**config.mk**
```make
export PLATFORM = sky130hd
export DESIGN_NAME = ahb_sram_pattern_master_flat
export DESIGN_NICKNAME = d
export VERILOG_FILES = /design/src/rtl/ahb_sram_pattern_master_if.sv /design/src/rtl/ahb_sram_pattern_master.sv /design/src/flat_wrapper.sv
export SDC_FILE = /design/constraint.sdc
export NUM_CORES = 1
export LEC_CHECK = 0
export ABC_CLOCK_PERIOD_IN_PS = 5400
export CAP_MARGIN = 20
export CORE_MARGIN = 3
export CORE_UTILIZATION = 55
export CTS_CLUSTER_SIZE = 25
export DETAILED_ROUTE_END_ITERATION = 8
export GPL_ROUTABILITY_DRIVEN = 1
export PLACE_DENSITY = 0.81
export SYNTH_ARGS = -nofsm -noshare
export SYNTH_HDL_FRONTEND = slang
export SYNTH_SLANG_ARGS = --single-unit
```
**constraint.sdc**
```tcl
create_clock -name hclk -period 5.4 [get_ports hclk]
set_clock_uncertainty 0.15 [all_clocks]
set_input_delay 1.08 -clock hclk [delete_from_list [all_inputs] [get_ports hclk]]
set_output_delay 1.08 -clock hclk [all_outputs]
set_load 0.01 [all_outputs]
```
**src/rtl/ahb_sram_pattern_master_if.sv**
```systemverilog
// AHB-lite bus bundle between the pattern master and the SRAM controller.
interface ahb_sram_pattern_master_if #(
  parameter int ADDR_W = 32,
  parameter int DATA_W = 32
);
  logic              hsel;
  logic              hwrite;
  logic [1:0]        htrans;
  logic [2:0]        hsize;
  logic [2:0]        hburst;
  logic [ADDR_W-1:0] haddr;
  logic [DATA_W-1:0] hwdata;
  logic              hready;
  logic              hready_resp;
  logic [1:0]        hresp;
  logic [DATA_W-1:0] hrdata;

  modport master (
    output hsel, hwrite, htrans, hsize, hburst, haddr, hwdata, hready,
    input  hready_resp, hresp, hrdata
  );

  modport slave (
    input  hsel, hwrite, htrans, hsize, hburst, haddr, hwdata, hready,
    output hready_resp, hresp, hrdata
  );
endinterface

```
**src/rtl/ahb_sram_pattern_master.sv**
```systemverilog
// Self-contained AHB-lite pattern master: writes NUM_WORDS words of a
// selectable pattern, reads them back, and reports error count and the
// address of the first failing data phase.
module ahb_sram_pattern_master #(
  parameter int                ADDR_W    = 32,
  parameter int                DATA_W    = 32,
  parameter int                NUM_WORDS = 256,
  parameter logic [ADDR_W-1:0] BASE_ADDR = '0,
  parameter logic [31:0]       SEED      = 32'h0000_0001,
  parameter int                ERR_W     = 16
) (
  input  logic                      hclk,
  input  logic                      hresetn,
  input  logic                      start,
  input  logic [1:0]                mode,
  ahb_sram_pattern_master_if.master bus,
  output logic                      busy,
  output logic                      done,
  output logic                      pass,
  output logic [ERR_W-1:0]          err_cnt,
  output logic [ADDR_W-1:0]         first_err_addr
);

  localparam int          BYTES  = DATA_W / 8;
  localparam int          IDX_W  = (NUM_WORDS > 1) ? $clog2(NUM_WORDS) : 1;
  localparam logic [2:0]  HSIZE  = (DATA_W == 8) ? 3'd0 : (DATA_W == 16) ? 3'd1 : 3'd2;
  localparam logic [1:0]  T_IDLE = 2'b00;
  localparam logic [1:0]  T_NSEQ = 2'b10;
  localparam logic [31:0] TAPS   = 32'h8020_0003;

  typedef enum logic [2:0] {
    S_IDLE, S_WRITE, S_TURN, S_READ, S_RD_LAST, S_DONE
  } state_t;

  function automatic logic [31:0] lfsr_next(input logic [31:0] s);
    return {1'b0, s[31:1]} ^ (s[0] ? TAPS : 32'h0);
  endfunction

  function automatic logic [ERR_W-1:0] sat_inc(input logic [ERR_W-1:0] c);
    return (&c) ? c : c + ERR_W'(1);
  endfunction

  function automatic logic [DATA_W-1:0] gen_pattern(
    input logic [1:0]        m,
    input logic [IDX_W-1:0]  i,
    input logic [31:0]       l,
    input logic [ADDR_W-1:0] a
  );
    case (m)
      2'b00:   return DATA_W'(i);
      2'b01:   return DATA_W'(l);
      2'b10:   return i[0] ? '0 : '1;
      default: return DATA_W'(a);
    endcase
  endfunction

  state_t            state_q;
  logic              hsel_q, hwrite_q;
  logic [1:0]        htrans_q;
  logic [ADDR_W-1:0] haddr_q;
  logic [DATA_W-1:0] hwdata_q;
  logic              busy_q, done_q, pass_q;
  logic [ERR_W-1:0]  err_cnt_q, err_cnt_d;
  logic [ADDR_W-1:0] first_err_q;
  logic [1:0]        mode_q;
  logic [31:0]       lfsr_q;
  logic [IDX_W-1:0]  idx_q;
  // Data-phase tracking: what the slave is currently completing.
  logic              dp_vld_q, dp_wr_q;
  logic [ADDR_W-1:0] dp_addr_q;
  logic [DATA_W-1:0] dp_exp_q;

  logic              addr_acc, chk_err, last_word;
  logic [DATA_W-1:0] cur_pat;

  // Pattern for the word in the current address phase and the error check
  // for the data phase completing this cycle.
  always_comb begin
    cur_pat   = gen_pattern(mode_q, idx_q, lfsr_q, haddr_q);
    addr_acc  = bus.hready_resp && (htrans_q == T_NSEQ);
    chk_err   = dp_vld_q && bus.hready_resp &&
                ((bus.hresp == 2'b01) || (!dp_wr_q && (bus.hrdata != dp_exp_q)));
    err_cnt_d = chk_err ? sat_inc(err_cnt_q) : err_cnt_q;
    last_word = (idx_q == IDX_W'(NUM_WORDS - 1));
  end

  // Run FSM with registered bus and status outputs.
  always_ff @(posedge hclk or negedge hresetn) begin
    if (!hresetn) begin
      state_q     <= S_IDLE;
      hsel_q      <= 1'b0;
      hwrite_q    <= 1'b0;
      htrans_q    <= T_IDLE;
      haddr_q     <= '0;
      hwdata_q    <= '0;
      busy_q      <= 1'b0;
      done_q      <= 1'b0;
      pass_q      <= 1'b0;
      err_cnt_q   <= '0;
      first_err_q <= '0;
      mode_q      <= 2'b00;
      lfsr_q      <= SEED;
      idx_q       <= '0;
      dp_vld_q    <= 1'b0;
      dp_wr_q     <= 1'b0;
      dp_addr_q   <= '0;
      dp_exp_q    <= '0;
    end else begin
      // Pipeline the accepted address phase into its data phase and
      // score the data phase that completes now.
      if (bus.hready_resp) begin
        dp_vld_q <= addr_acc;
        if (addr_acc) begin
          dp_wr_q   <= hwrite_q;
          dp_addr_q <= haddr_q;
          dp_exp_q  <= cur_pat;
        end
        if (chk_err) begin
          err_cnt_q <= err_cnt_d;
          if (err_cnt_q == '0) first_err_q <= dp_addr_q;
        end
      end

      case (state_q)
        S_IDLE, S_DONE: begin
          if (start) begin
            err_cnt_q   <= '0;
            first_err_q <= '0;
            done_q      <= 1'b0;
            pass_q      <= 1'b0;
            mode_q      <= mode;
            lfsr_q      <= SEED;
            idx_q       <= '0;
            busy_q      <= 1'b1;
            state_q     <= S_WRITE;
          end
        end
        S_WRITE: begin
          // First cycle in WRITE only launches word 0; later cycles advance
          // on each accepted address phase.
          if (htrans_q != T_NSEQ) begin
            hsel_q   <= 1'b1;
            htrans_q <= T_NSEQ;
            hwrite_q <= 1'b1;
            haddr_q  <= BASE_ADDR;
          end else if (bus.hready_resp) begin
            hwdata_q <= cur_pat;
            lfsr_q   <= lfsr_next(lfsr_q);
            if (last_word) begin
              hsel_q   <= 1'b0;
              htrans_q <= T_IDLE;
              state_q  <= S_TURN;
            end else begin
              idx_q   <= idx_q + IDX_W'(1);
              haddr_q <= haddr_q + ADDR_W'(BYTES);
            end
          end
        end
        S_TURN: begin
          if (bus.hready_resp) begin
            lfsr_q   <= SEED;
            idx_q    <= '0;
            hsel_q   <= 1'b1;
            htrans_q <= T_NSEQ;
            hwrite_q <= 1'b0;
            haddr_q  <= BASE_ADDR;
            state_q  <= S_READ;
          end
        end
        S_READ: begin
          if (bus.hready_resp) begin
            lfsr_q <= lfsr_next(lfsr_q);
            if (last_word) begin
              hsel_q   <= 1'b0;
              htrans_q <= T_IDLE;
              state_q  <= S_RD_LAST;
            end else begin
              idx_q   <= idx_q + IDX_W'(1);
              haddr_q <= haddr_q + ADDR_W'(BYTES);
            end
          end
        end
        S_RD_LAST: begin
          if (bus.hready_resp) begin
            busy_q  <= 1'b0;
            done_q  <= 1'b1;
            pass_q  <= (err_cnt_d == '0);
            state_q <= S_DONE;
          end
        end
        default: state_q <= S_IDLE;
      endcase
    end
  end

  assign bus.hsel        = hsel_q;
  assign bus.hwrite      = hwrite_q;
  assign bus.htrans      = htrans_q;
  assign bus.hsize       = HSIZE;
  assign bus.hburst      = 3'b000;
  assign bus.haddr       = haddr_q;
  assign bus.hwdata      = hwdata_q;
  assign bus.hready      = bus.hready_resp;
  assign busy            = busy_q;
  assign done            = done_q;
  assign pass            = pass_q;
  assign err_cnt         = err_cnt_q;
  assign first_err_addr  = first_err_q;

endmodule
```
**src/flat_wrapper.sv**
```systemverilog
// flat-port wrapper written by rule: the top's interface ports become plain ports
module ahb_sram_pattern_master_flat 
#(
  parameter int                ADDR_W    = 32,
  parameter int                DATA_W    = 32,
  parameter int                NUM_WORDS = 256,
  parameter logic [ADDR_W-1:0] BASE_ADDR = '0,
  parameter logic [31:0]       SEED      = 32'h0000_0001,
  parameter int                ERR_W     = 16
)
  (hclk, hresetn, start, mode, busy, done, pass, err_cnt, first_err_addr, bus_hsel, bus_hwrite, bus_htrans, bus_hsize, bus_hburst, bus_haddr, bus_hwdata, bus_hready, bus_hready_resp, bus_hresp, bus_hrdata);
  ahb_sram_pattern_master_if #(.ADDR_W(ADDR_W), .DATA_W(DATA_W)) bus_i ();
  input  logic hclk;
  input  logic hresetn;
  input  logic start;
  input  logic [1:0] mode;
  output logic busy;
  output logic done;
  output logic pass;
  output logic [ERR_W-1:0] err_cnt;
  output logic [ADDR_W-1:0] first_err_addr;
  output wire logic [$bits(bus_i.hsel)-1:0] bus_hsel;
  output wire logic [$bits(bus_i.hwrite)-1:0] bus_hwrite;
  output wire logic [$bits(bus_i.htrans)-1:0] bus_htrans;
  output wire logic [$bits(bus_i.hsize)-1:0] bus_hsize;
  output wire logic [$bits(bus_i.hburst)-1:0] bus_hburst;
  output wire logic [$bits(bus_i.haddr)-1:0] bus_haddr;
  output wire logic [$bits(bus_i.hwdata)-1:0] bus_hwdata;
  output wire logic [$bits(bus_i.hready)-1:0] bus_hready;
  input wire logic [$bits(bus_i.hready_resp)-1:0] bus_hready_resp;
  input wire logic [$bits(bus_i.hresp)-1:0] bus_hresp;
  input wire logic [$bits(bus_i.hrdata)-1:0] bus_hrdata;
  assign bus_hsel = bus_i.hsel;
  assign bus_hwrite = bus_i.hwrite;
  assign bus_htrans = bus_i.htrans;
  assign bus_hsize = bus_i.hsize;
  assign bus_hburst = bus_i.hburst;
  assign bus_haddr = bus_i.haddr;
  assign bus_hwdata = bus_i.hwdata;
  assign bus_hready = bus_i.hready;
  assign bus_i.hready_resp = bus_hready_resp;
  assign bus_i.hresp = bus_hresp;
  assign bus_i.hrdata = bus_hrdata;
  ahb_sram_pattern_master #(.ADDR_W(ADDR_W), .DATA_W(DATA_W), .NUM_WORDS(NUM_WORDS), .BASE_ADDR(BASE_ADDR), .SEED(SEED), .ERR_W(ERR_W)) u_core (.hclk(hclk), .hresetn(hresetn), .start(start), .mode(mode), .bus(bus_i), .busy(busy), .done(done), .pass(pass), .err_cnt(err_cnt), .first_err_addr(first_err_addr));
endmodule
```
# Yosys cells after proc, flatten, opt, wreduce, memory -nomap -nowiden

Cells that the tools add are included.
Widths: inputs -> output; s select.

Memory bits (read-only): 0
Memories kept: 0
Output and inout port bits: 126
Input port bits: 40
Word-level logic and storage cells: 126
Bits in writable memories: 0
Latch bits: 0
Flip-flop bits (word level): 230

Multiplexer cells: 58
Shifts and indexed selects: 0
$lt $le $gt $ge: 0
Bitwise gates (word level): 2
Div/mod/pow operators: 0
Reduce and logical (&&, ||, !) cells: 24
Eq/ne operators: 21
Multipliers: 0
Add/subtract/negate cells: 3

Operator list:

| cell                  | number |
|---|---|
| $mux 32               | 15 |
| $pmux 32 s3           | 2 |
| $pmux 32 s4           | 1 |
| $mux 16               | 6 |
| $mux 8                | 5 |
| $add 32x3->32 const B | 1 |
| $logic_not 16->1      | 2 |
| $ne 32x32->1          | 1 |
| $pmux 8 s4            | 1 |
| $xor 31x32->32        | 1 |
| $mux 3                | 8 |
| $add 16x1->16 const B | 1 |
| $reduce_and 16->1     | 1 |
| $pmux 3 s5            | 1 |
| $ne 2x2->1 const B    | 7 |
| $mux 1                | 9 |
| $reduce_and 3->1      | 3 |
| $add 8x1->8 const B   | 1 |
| $eq 8x8->1 const B    | 1 |
| $mux 2                | 4 |
| $pmux 1 s2            | 4 |
| $reduce_and 8->1      | 1 |
| $eq 3x2->1 const B    | 2 |
| $eq 3x3->1 const B    | 2 |
| 18 further kinds      | 28 |

# Depth between registers and ports, before layout

Gate-level depths: netlist (run 1).

Word-level depth: 9
Gate-level depth with buffers: 11
Gate-level depth less buffers: 9

# Worst setup path before layout (run 1)

OpenSTA, ideal clock, no wires.

Kind: in2reg
Start point: input bus_hrdata[25]
End point: register u_core.pass_q, in the netlist u_core.pass
Path slack: 2.447 ns
Arrival: 2.700 ns
Library setup time: 0.104 ns
Stages on the path: 8
Cell sequence: xnor2_1 -> nand4_1 -> nor4_2 -> a21oi_2 -> o211ai_1 -> mux2i_1 -> a21oi_1 -> o41ai_2

Longest elaborated chain between the ends: 8

RTL lines:

| item                   | RTL line                       | source |
|---|---|---|
| start: declaration     | flat_wrapper.sv:32             | `input wire logic [$bits(bus_i.hrdata)-1:0] bus_hrdata;` |
| $ne 32x32->1           | ahb_sram_pattern_master.sv:82  | `((bus.hresp == 2'b01) \|\| (!dp_wr_q && (bus.hrdata != dp_exp_q)));` |
| $logic_and 1x1->1      | ahb_sram_pattern_master.sv:82  |  |
| $logic_or 1x1->1       | ahb_sram_pattern_master.sv:82  |  |
| $logic_and 1x1->1      | ahb_sram_pattern_master.sv:81  | `chk_err = dp_vld_q && bus.hready_resp &&` |
| $mux 16                | ahb_sram_pattern_master.sv:83  | `err_cnt_d = chk_err ? sat_inc(err_cnt_q) : err_cnt_q;` |
| $logic_not 16->1       | ahb_sram_pattern_master.sv:187 | `pass_q <= (err_cnt_d == '0);` |
| $mux 1                 | ahb_sram_pattern_master.sv:184 | `if (bus.hready_resp) begin` |
| $pmux 1 s2             | ahb_sram_pattern_master.sv:124 | `case (state_q)` |
| end signal: assignment | ahb_sram_pattern_master.sv:187 |  |
| end: declaration       | ahb_sram_pattern_master.sv:62  | `logic busy_q, done_q, pass_q;` |

Every way passes these cells. The select of a mux whose other input is x is not followed.
A chain may end at the register's enable or synchronous reset.

# Final worst setup path (run 1)

Start point: input bus_hready_resp
End point: output bus_hready

RTL lines:

| item               | RTL line           | source |
|---|---|---|
| start: declaration | flat_wrapper.sv:30 | `input wire logic [$bits(bus_i.hready_resp)-1:0] bus_hready_resp;` |
| end: declaration   | flat_wrapper.sv:29 | `output wire logic [$bits(bus_i.hready)-1:0] bus_hready;` |

No word-level cell between the ends.

==> results of run 1 <==
-- stage by stage --
| stage | util [%] | setup slack (ns) |
|---|---|---|
| after global placement | 65.80 | 1.246 |
| final | 70.38 | 1.466 |
| after floorplan | - | 2.447 |
| after detailed placement | 65.80 | 1.201 |
| after CTS | 70.23 | 1.488 |
| after global routing | 70.38 | 1.404 |
-- power by group through the flow --
stage                     Combinational, mW  Clock, mW  Sequential (mW)
final                                  1.29       1.73             2.39
after global routing                   1.42       1.82             2.44
after CTS                              1.27       1.75             2.40
after detailed placement               1.26          0             2.42
after global placement                 1.22          0             2.41
after floorplan                       0.689          0             2.36
-- registers in the layout, indices dropped and copies added, names as in the netlist, 2 cells and up --
name	count
u_core.first_err_addr	32
u_core.bus.haddr	30
u_core.dp_addr_q	30
u_core.lfsr_q	32
u_core.bus.hwdata	32
u_core.mode_q	2
u_core.state_q	3
u_core.bus.htrans	2
u_core.idx_q	8
u_core.err_cnt	16
u_core.dp_exp_q	32
-- per-layer routing --
layer	wire [um]	global-route usage, %	up-vias
met5	0	0	-
met3	1468	4.017	62
met1	11260	33.20	4178
li1	-	-	3980
met2	13530	43.42	279
met4	820	7.550	0
-- layout make-up --
class / instances / share of cell area (%)
flip-flops and latches: 226 / 42.40
multi-input cells: 781 / 35.70
repair buffers: 171 / 12.85
clock buffers: 33 / 5.055
well taps: 260 / 2.439
clock inverters: 11 / 1.247
inverters: 11 / 0.3095
-- worst reg2reg max path, stage by stage (launching register included) --
cell and delay, ns:
dfrtp_1 0.38, xnor2_1 0.19, nand4_1 0.21, nor4_2 0.55, a21oi_2 0.18, o21ai_1 0.71
o21a_1 0.19, o2111ai_1 0.14, o41ai_2 0.34
-- worst max-delay path by stage --
| stage | depth (start not counted) | startpoint | to |
|---|---|---|---|
| floorplan | 8 | bus_hrdata[25] | u_core.pass |
| global placement | 9 | bus_hrdata[27] | u_core.pass |
| detailed placement | 9 | bus_hrdata[27] | u_core.pass |
| CTS | 2 | bus_hready_resp | bus_hready |
| global route | 9 | bus_hrdata[24] | u_core.pass |
| finish | 2 | bus_hready_resp | bus_hready |
-- layout by cell type, fill, tap and decap left out, types with 23 or more instances in the layout --
cell type,instances
nor2_1,118
a21oi_1,45
mux2_2,62
clkbuf_16,24
xor2_1,27
dfrtp_1,225
o21ai_0,117
nand4_1,23
mux2i_1,35
nand2_1,156
nand3_1,24
xnor2_1,44
clkdlybuf4s50_1,156
-- logic make-up (layout without fill, tap and decap cells) --
logic type / after synthesis / count (layout)
simple gates: 386 / 386
xor+xnor: 71 / 71
fa+ha+maj: 4 / 4
flops: 226 / 226
buf+inv: 82 / 226
compound gates: 215 / 215
mux: 97 / 97
other cells: 2 / 8
==> reports/summary.txt, run 1 <==
Status: completed
Setup TNS: 0 ns
Area occupied by registers: 5657 sq um
Hold Fails Final Rpt: 0
Global placer's final weighted congestion: 0.9290
Post-route insts no fill: 1493
Most used cell, CP: clkdlybuf4s50_1
Rows: 50
P_sw: 1.647 mW
CP Max Fanout: 16
WL/cell: 18.14 um
Antenna violations before repair: 0
Power density over the cells: 405.8 nW/um^2
Clock network power share: 32.0%
Total setup buffers inserted after CTS: 0
Mux cell area share after synthesis: 9.782%
Final Max Slew Viols: 0
Layout cells sized above 1: 11.11%
Worst vdd ir: 283.4 uV
Starting density of the core: 56.55%
Cell total after placement: 1448
Hold_sp: u_core.first_err_addr[1]
Worst slew margin: 29.58%
Critical path required time: 4.17 ns
Cell Chain, Critical Path: clkdlybuf4s50_1 > clkdlybuf4s50_1
Routed vias/inst: 5.693
Worst-path clk slew: 0.06 ns
Port Buf Inserts: 157
CP max-delay cell: clkdlybuf4s50_1
Min Tclk post-route: 3.934 ns
Largest stage delay, worst path: 0.95 ns
Routed Antenna Nets: 0
DR pass1 iterations: 5
Nets: 1259
End point of the worst hold path: u_core.first_err_addr[1]
Sequential fraction of design power: 44.2%
Number of global-route vias before repair: 8394
Iteration-0 DRC Markers: 660
Total wire length: 27080 um
Reg2reg setup slack: 2.26 ns
# H-tree levels: 1
Multi-input gate area: 4762 sq um
Largest net degree at the start of global routing: 112
Die H: 145.6 um
Leading post-synthesis cells by cell area: dfrtp_1 (53%), mux2_2 (6.5%), nand2_1 (5.5%), o21ai_0 (5.5%), nor2_1 (4.1%)
Clock latency on the worst-skew pair: 0.51 ns
Most common cell in the synthesized netlist: dfrtp_1
Commonest cells post-synth: dfrtp_1 (225), nand2_1 (157), nor2_1 (118)
Least-Margin Pin Slew: 1.056 ns
Max clock buf depth: 3
Finish-stage setup viols: 0
Hold_buf cts: 0
HPWL Detailed: 18650 um
Post-Synth Adder-Cell Area: 0.4669%
CTS Root Cell: clkbuf_16
Hold path depth: 1
Synth Area in Compound Gates: 11.47%
Largest area contributor in the netlist: dfrtp_1
R2R depth: 8
Worst r2r dst: u_core.pass
Die width: 145.6 um
Distinct cells, synth: 59
Mapped Area: 10720 sq um
Main combinational cell family by area after synthesis: simple AND/OR/NAND/NOR gates
Period utilisation layout: 72.84%
Ant. Diodes: 0
Hold WC Path Type: register to register
Grt ovf: 0
Total CTS buffers: 24
Ports: 166
Area delta synth->final: 24.45%
Leakage: 5.751 nW
DRC viols: 0
Sequential area share after synthesis: 52.77%
Clk sink count: 226
Max Clk Rate: 254.2 MHz
Max-cap violation count: 0
Tot GR Track Use: 25.21%
RSZ-0062 raised after global routing: false
Hold_ws: 0.3355 ns
Post-synth ARST share: 100.0%
CP Capture Type: primary output
Cell-internal power: 3.766 mW
Layout fillers: 1385
Synth Area in XOR/XNOR: 5.801%
Die ar.: 21200 sq um
Sw Share: 30.42%
FF-to-FF Start: u_core.dp_exp_q[27]
Ys Warns: 0
DP Area: 12470 sq um
Post-synth EDFFs: 0
Crit path kind: input port to primary output
Post-Layout Inst Area: 13340 sq um
Yosys reg bits: 226
Share of the synthesized area in the top cell type: 52.53%
Post-Synth Simple-Gate Area: 16.27%
Buf/Inv on CP: 2
Post-synthesis cell count: 1083
Combinational share of power: 23.8%
Post-CTS Resized: 0
Post-synth top flop: dfrtp_1
Global-route wire length before repair: 44200 um
CP arrival: 2.70 ns
Core area: 18960 sq um
Critical Path Source Type: input port
CTS tree: done
Crit path max-delay family: buffers and inverters
Via Count: 8499
Power consumption: 5.413 mW
Post-Syn Area per Cell: 9.898 sq um
No activity file was read; power rests on OpenSTA's default activity.
==> inputs of run 2 (changes only) <==
Settings changed: ABC_CLOCK_PERIOD_IN_PS 5400 to 4000, CORE_UTILIZATION 55 to 54, PLACE_DENSITY 0.81 to 0.8.
Clock period 5.4 ns to 4 ns, I/O delays scaled along.
==> run 2 against run 1 <==
  * Die area up 1.8%
  * Worst setup slack worse by 0.60 ns
  * Routed wire length up 1.9%
  * Design area up 0.35%
  * Critical path type is now input port to register
  * Critical endpoint is now u_core.pass
==> reports/summary.txt, run 2 (synthesized netlist as in run 1, its figures left out) <==
Routed vias/inst: 5.665 (-0.49%)
Ports: 166 (unchanged)
Area delta synth->final: 24.89%
CP Capture Type: register
Post-place setup slack: 0.3772 ns (-0.8239 ns)
Hold_ws: 0.1735 ns (-0.1620 ns)
Core area: 19080 sq um (+0.66%)
DRC viols: 0 (unchanged)
Min Tclk post-route: 3.132 ns
Multi-input gate area: 4762 sq um (unchanged)
Period utilisation layout: 78.30%
Die width: 146.9 um (+0.88%)
FF-to-FF Start: u_core.dp_exp_q[27]
Setup WS post-layout: 0.8682 ns (-0.5982 ns)
DP Area: 12570 sq um (+0.78%)
Routed Antenna Nets: 0 (unchanged)
Worst vdd ir: 422.6 uV (+49%)
Max-cap violation count: 0 (unchanged)
CTS Root Cell: clkbuf_16
Util after Layout: 70.16% (-0.22 points)
Rows: 50 (unchanged)
Layout cells sized above 1: 11.45% (+0.34 points)
Power consumption: 7.240 mW (+34%)
RSZ-0062 raised after global routing: false
Worst r2r dst: u_core.pass
Number of global-route vias before repair: 8487 (+1.1%)
CP Max Fanout: 5 (-11)
Critical path required time: 4.26 ns (+0.09 ns)
Status: completed
Worst-path clk slew: 0.06 ns (about the same)
Finish-stage setup viols: 0 (unchanged)
R2R depth: 8 (unchanged)
Global-route wire length before repair: 44860 um (+1.5%)
Global placer's final weighted congestion: 0.9168 (-1.3%)
Hold WC Path Type: input port to asynchronous set/reset pin
Layout fillers: 1418 (+2.4%)
CTS tree: done
Reg2reg setup slack: 1.17 ns (-1.09 ns)
Commonest non-fill, non-tap cell in the layout: dfrtp_1
Max clock buf depth: 3 (unchanged)
Commonest cells after routing, fill and taps aside: dfrtp_1 (225), nand2_1 (156), clkdlybuf4s50_1 (156)
Tot GR Track Use: 25.34% (+0.13 points)
Area occupied by registers: 5657 sq um (unchanged)
Via Count: 8497 (-0.024%)
HPWL Detailed: 19190 um (+2.9%)
CP endpoint: u_core.pass
DR pass1 iterations: 5 (unchanged)
Max Clk Rate: 319.3 MHz
# H-tree levels: 1 (unchanged)
WL/cell: 18.40 um (+1.4%)
Post-CTS Resized: 0 (unchanged)
Critical Path Source Type: input port
Least-Margin Pin Slew: 0.8032 ns (-0.2531 ns)
Worst slew margin: 46.45% (+17 points)
Crit path kind: input port to register
Clock latency on the worst-skew pair: 0.52 ns (about the same)
Total setup buffers inserted after CTS: 0 (unchanged)
Leakage: 5.773 nW (+0.38%)
Port Buf Inserts: 157 (unchanged)
Total CTS buffers: 24 (unchanged)
Starting density of the core: 56.18% (-0.37 points)
Antenna violations before repair: 0 (unchanged)
Grt ovf: 0 (unchanged)
Iteration-0 DRC Markers: 627 (-5.0%)
Post-route insts no fill: 1500 (+0.47%)
CP arrival: 3.39 ns (+0.69 ns)
Critical path startpoint: bus_hrdata[27]
Power density over the cells: 540.8 nW/um^2 (+33%)
Post-Layout Inst Area: 13390 sq um (+0.35%)
Die H: 146.9 um (+0.88%)
Final Max Slew Viols: 0 (unchanged)
Cell total after placement: 1456 (+0.55%)
Die ar.: 21580 sq um (+1.8%)
Nets: 1266 (+0.56%)
Largest net degree at the start of global routing: 103 (-8.0%)
Hold Fails Final Rpt: 0 (unchanged)
Clk sink count: 226 (unchanged)
Ant. Diodes: 0 (unchanged)
Hold_buf cts: 0 (unchanged)
Setup TNS: 0 ns (unchanged)
Total wire length: 27600 um (+1.9%)
[run 2: per-layer routing]
| layer | routed length (um) | share of wire [%] | vias to the layer above | track usage [%] |
|---|---|---|---|---|
| li1 | - | - | 4002 | - |
| met1 | 11430 | 41 | 4162 | 33.02 |
| met2 | 14090 | 51 | 268 | 44.41 |
| met3 | 1245 | 4.5 | 65 | 3.763 |
| met4 | 837 | 3.0 | 0 | 7.176 |
| met5 | 0 | 0 | - | 0 |
[run 2: power breakdown]
| group | internal [mW] | switching (mW) | total, mW |
|---|---|---|---|
| Combinational | 0.884 | 0.859 | 1.74 |
| Clock | 1.36 | 0.907 | 2.26 |
| Sequential | 2.76 | 0.477 | 3.23 |
| Total | 5.00 | 2.24 | 7.24 |
[run 2: worst max-delay path, cell delays in order]
cell and delay, ns:
clkdlybuf4s50_1 0.48, xnor2_1 0.13, nand4_1 0.21, nor4_2 0.56, a21oi_2 0.20, o211ai_1 0.37
mux2i_1 0.22, a21oi_1 0.10, o41ai_2 0.32
[run 2: worst min-delay path by stage]
stage / endpoint / slack (ns) / depth (start not counted)
3_3_place_gp: u_core.bus.hwdata[12] / 0.31 / 2
5_1_grt: u_core.err_cnt[7] / 0.22 / 1
4_1_cts: u_core.err_cnt[3] / 0.22 / 1
3_5_place_dp: u_core.bus.hwdata[31] / 0.32 / 2
2_1_floorplan: u_core.lfsr_q[0] / 0.29 / 1
6_report: u_core.err_cnt[7] / 0.17 / 1
[run 2: layout make-up]
| class | count | area share, % |
|---|---|---|
| Clock buffer | 37 | 5.300 |
| Multi-Input combinational cell | 781 | 35.57 |
| Timing Repair Buffer | 178 | 13.33 |
| Tap cell | 260 | 2.430 |
| Clock inverter | 7 | 0.8038 |
| Sequential cell | 226 | 42.26 |
| Inverter | 11 | 0.3084 |
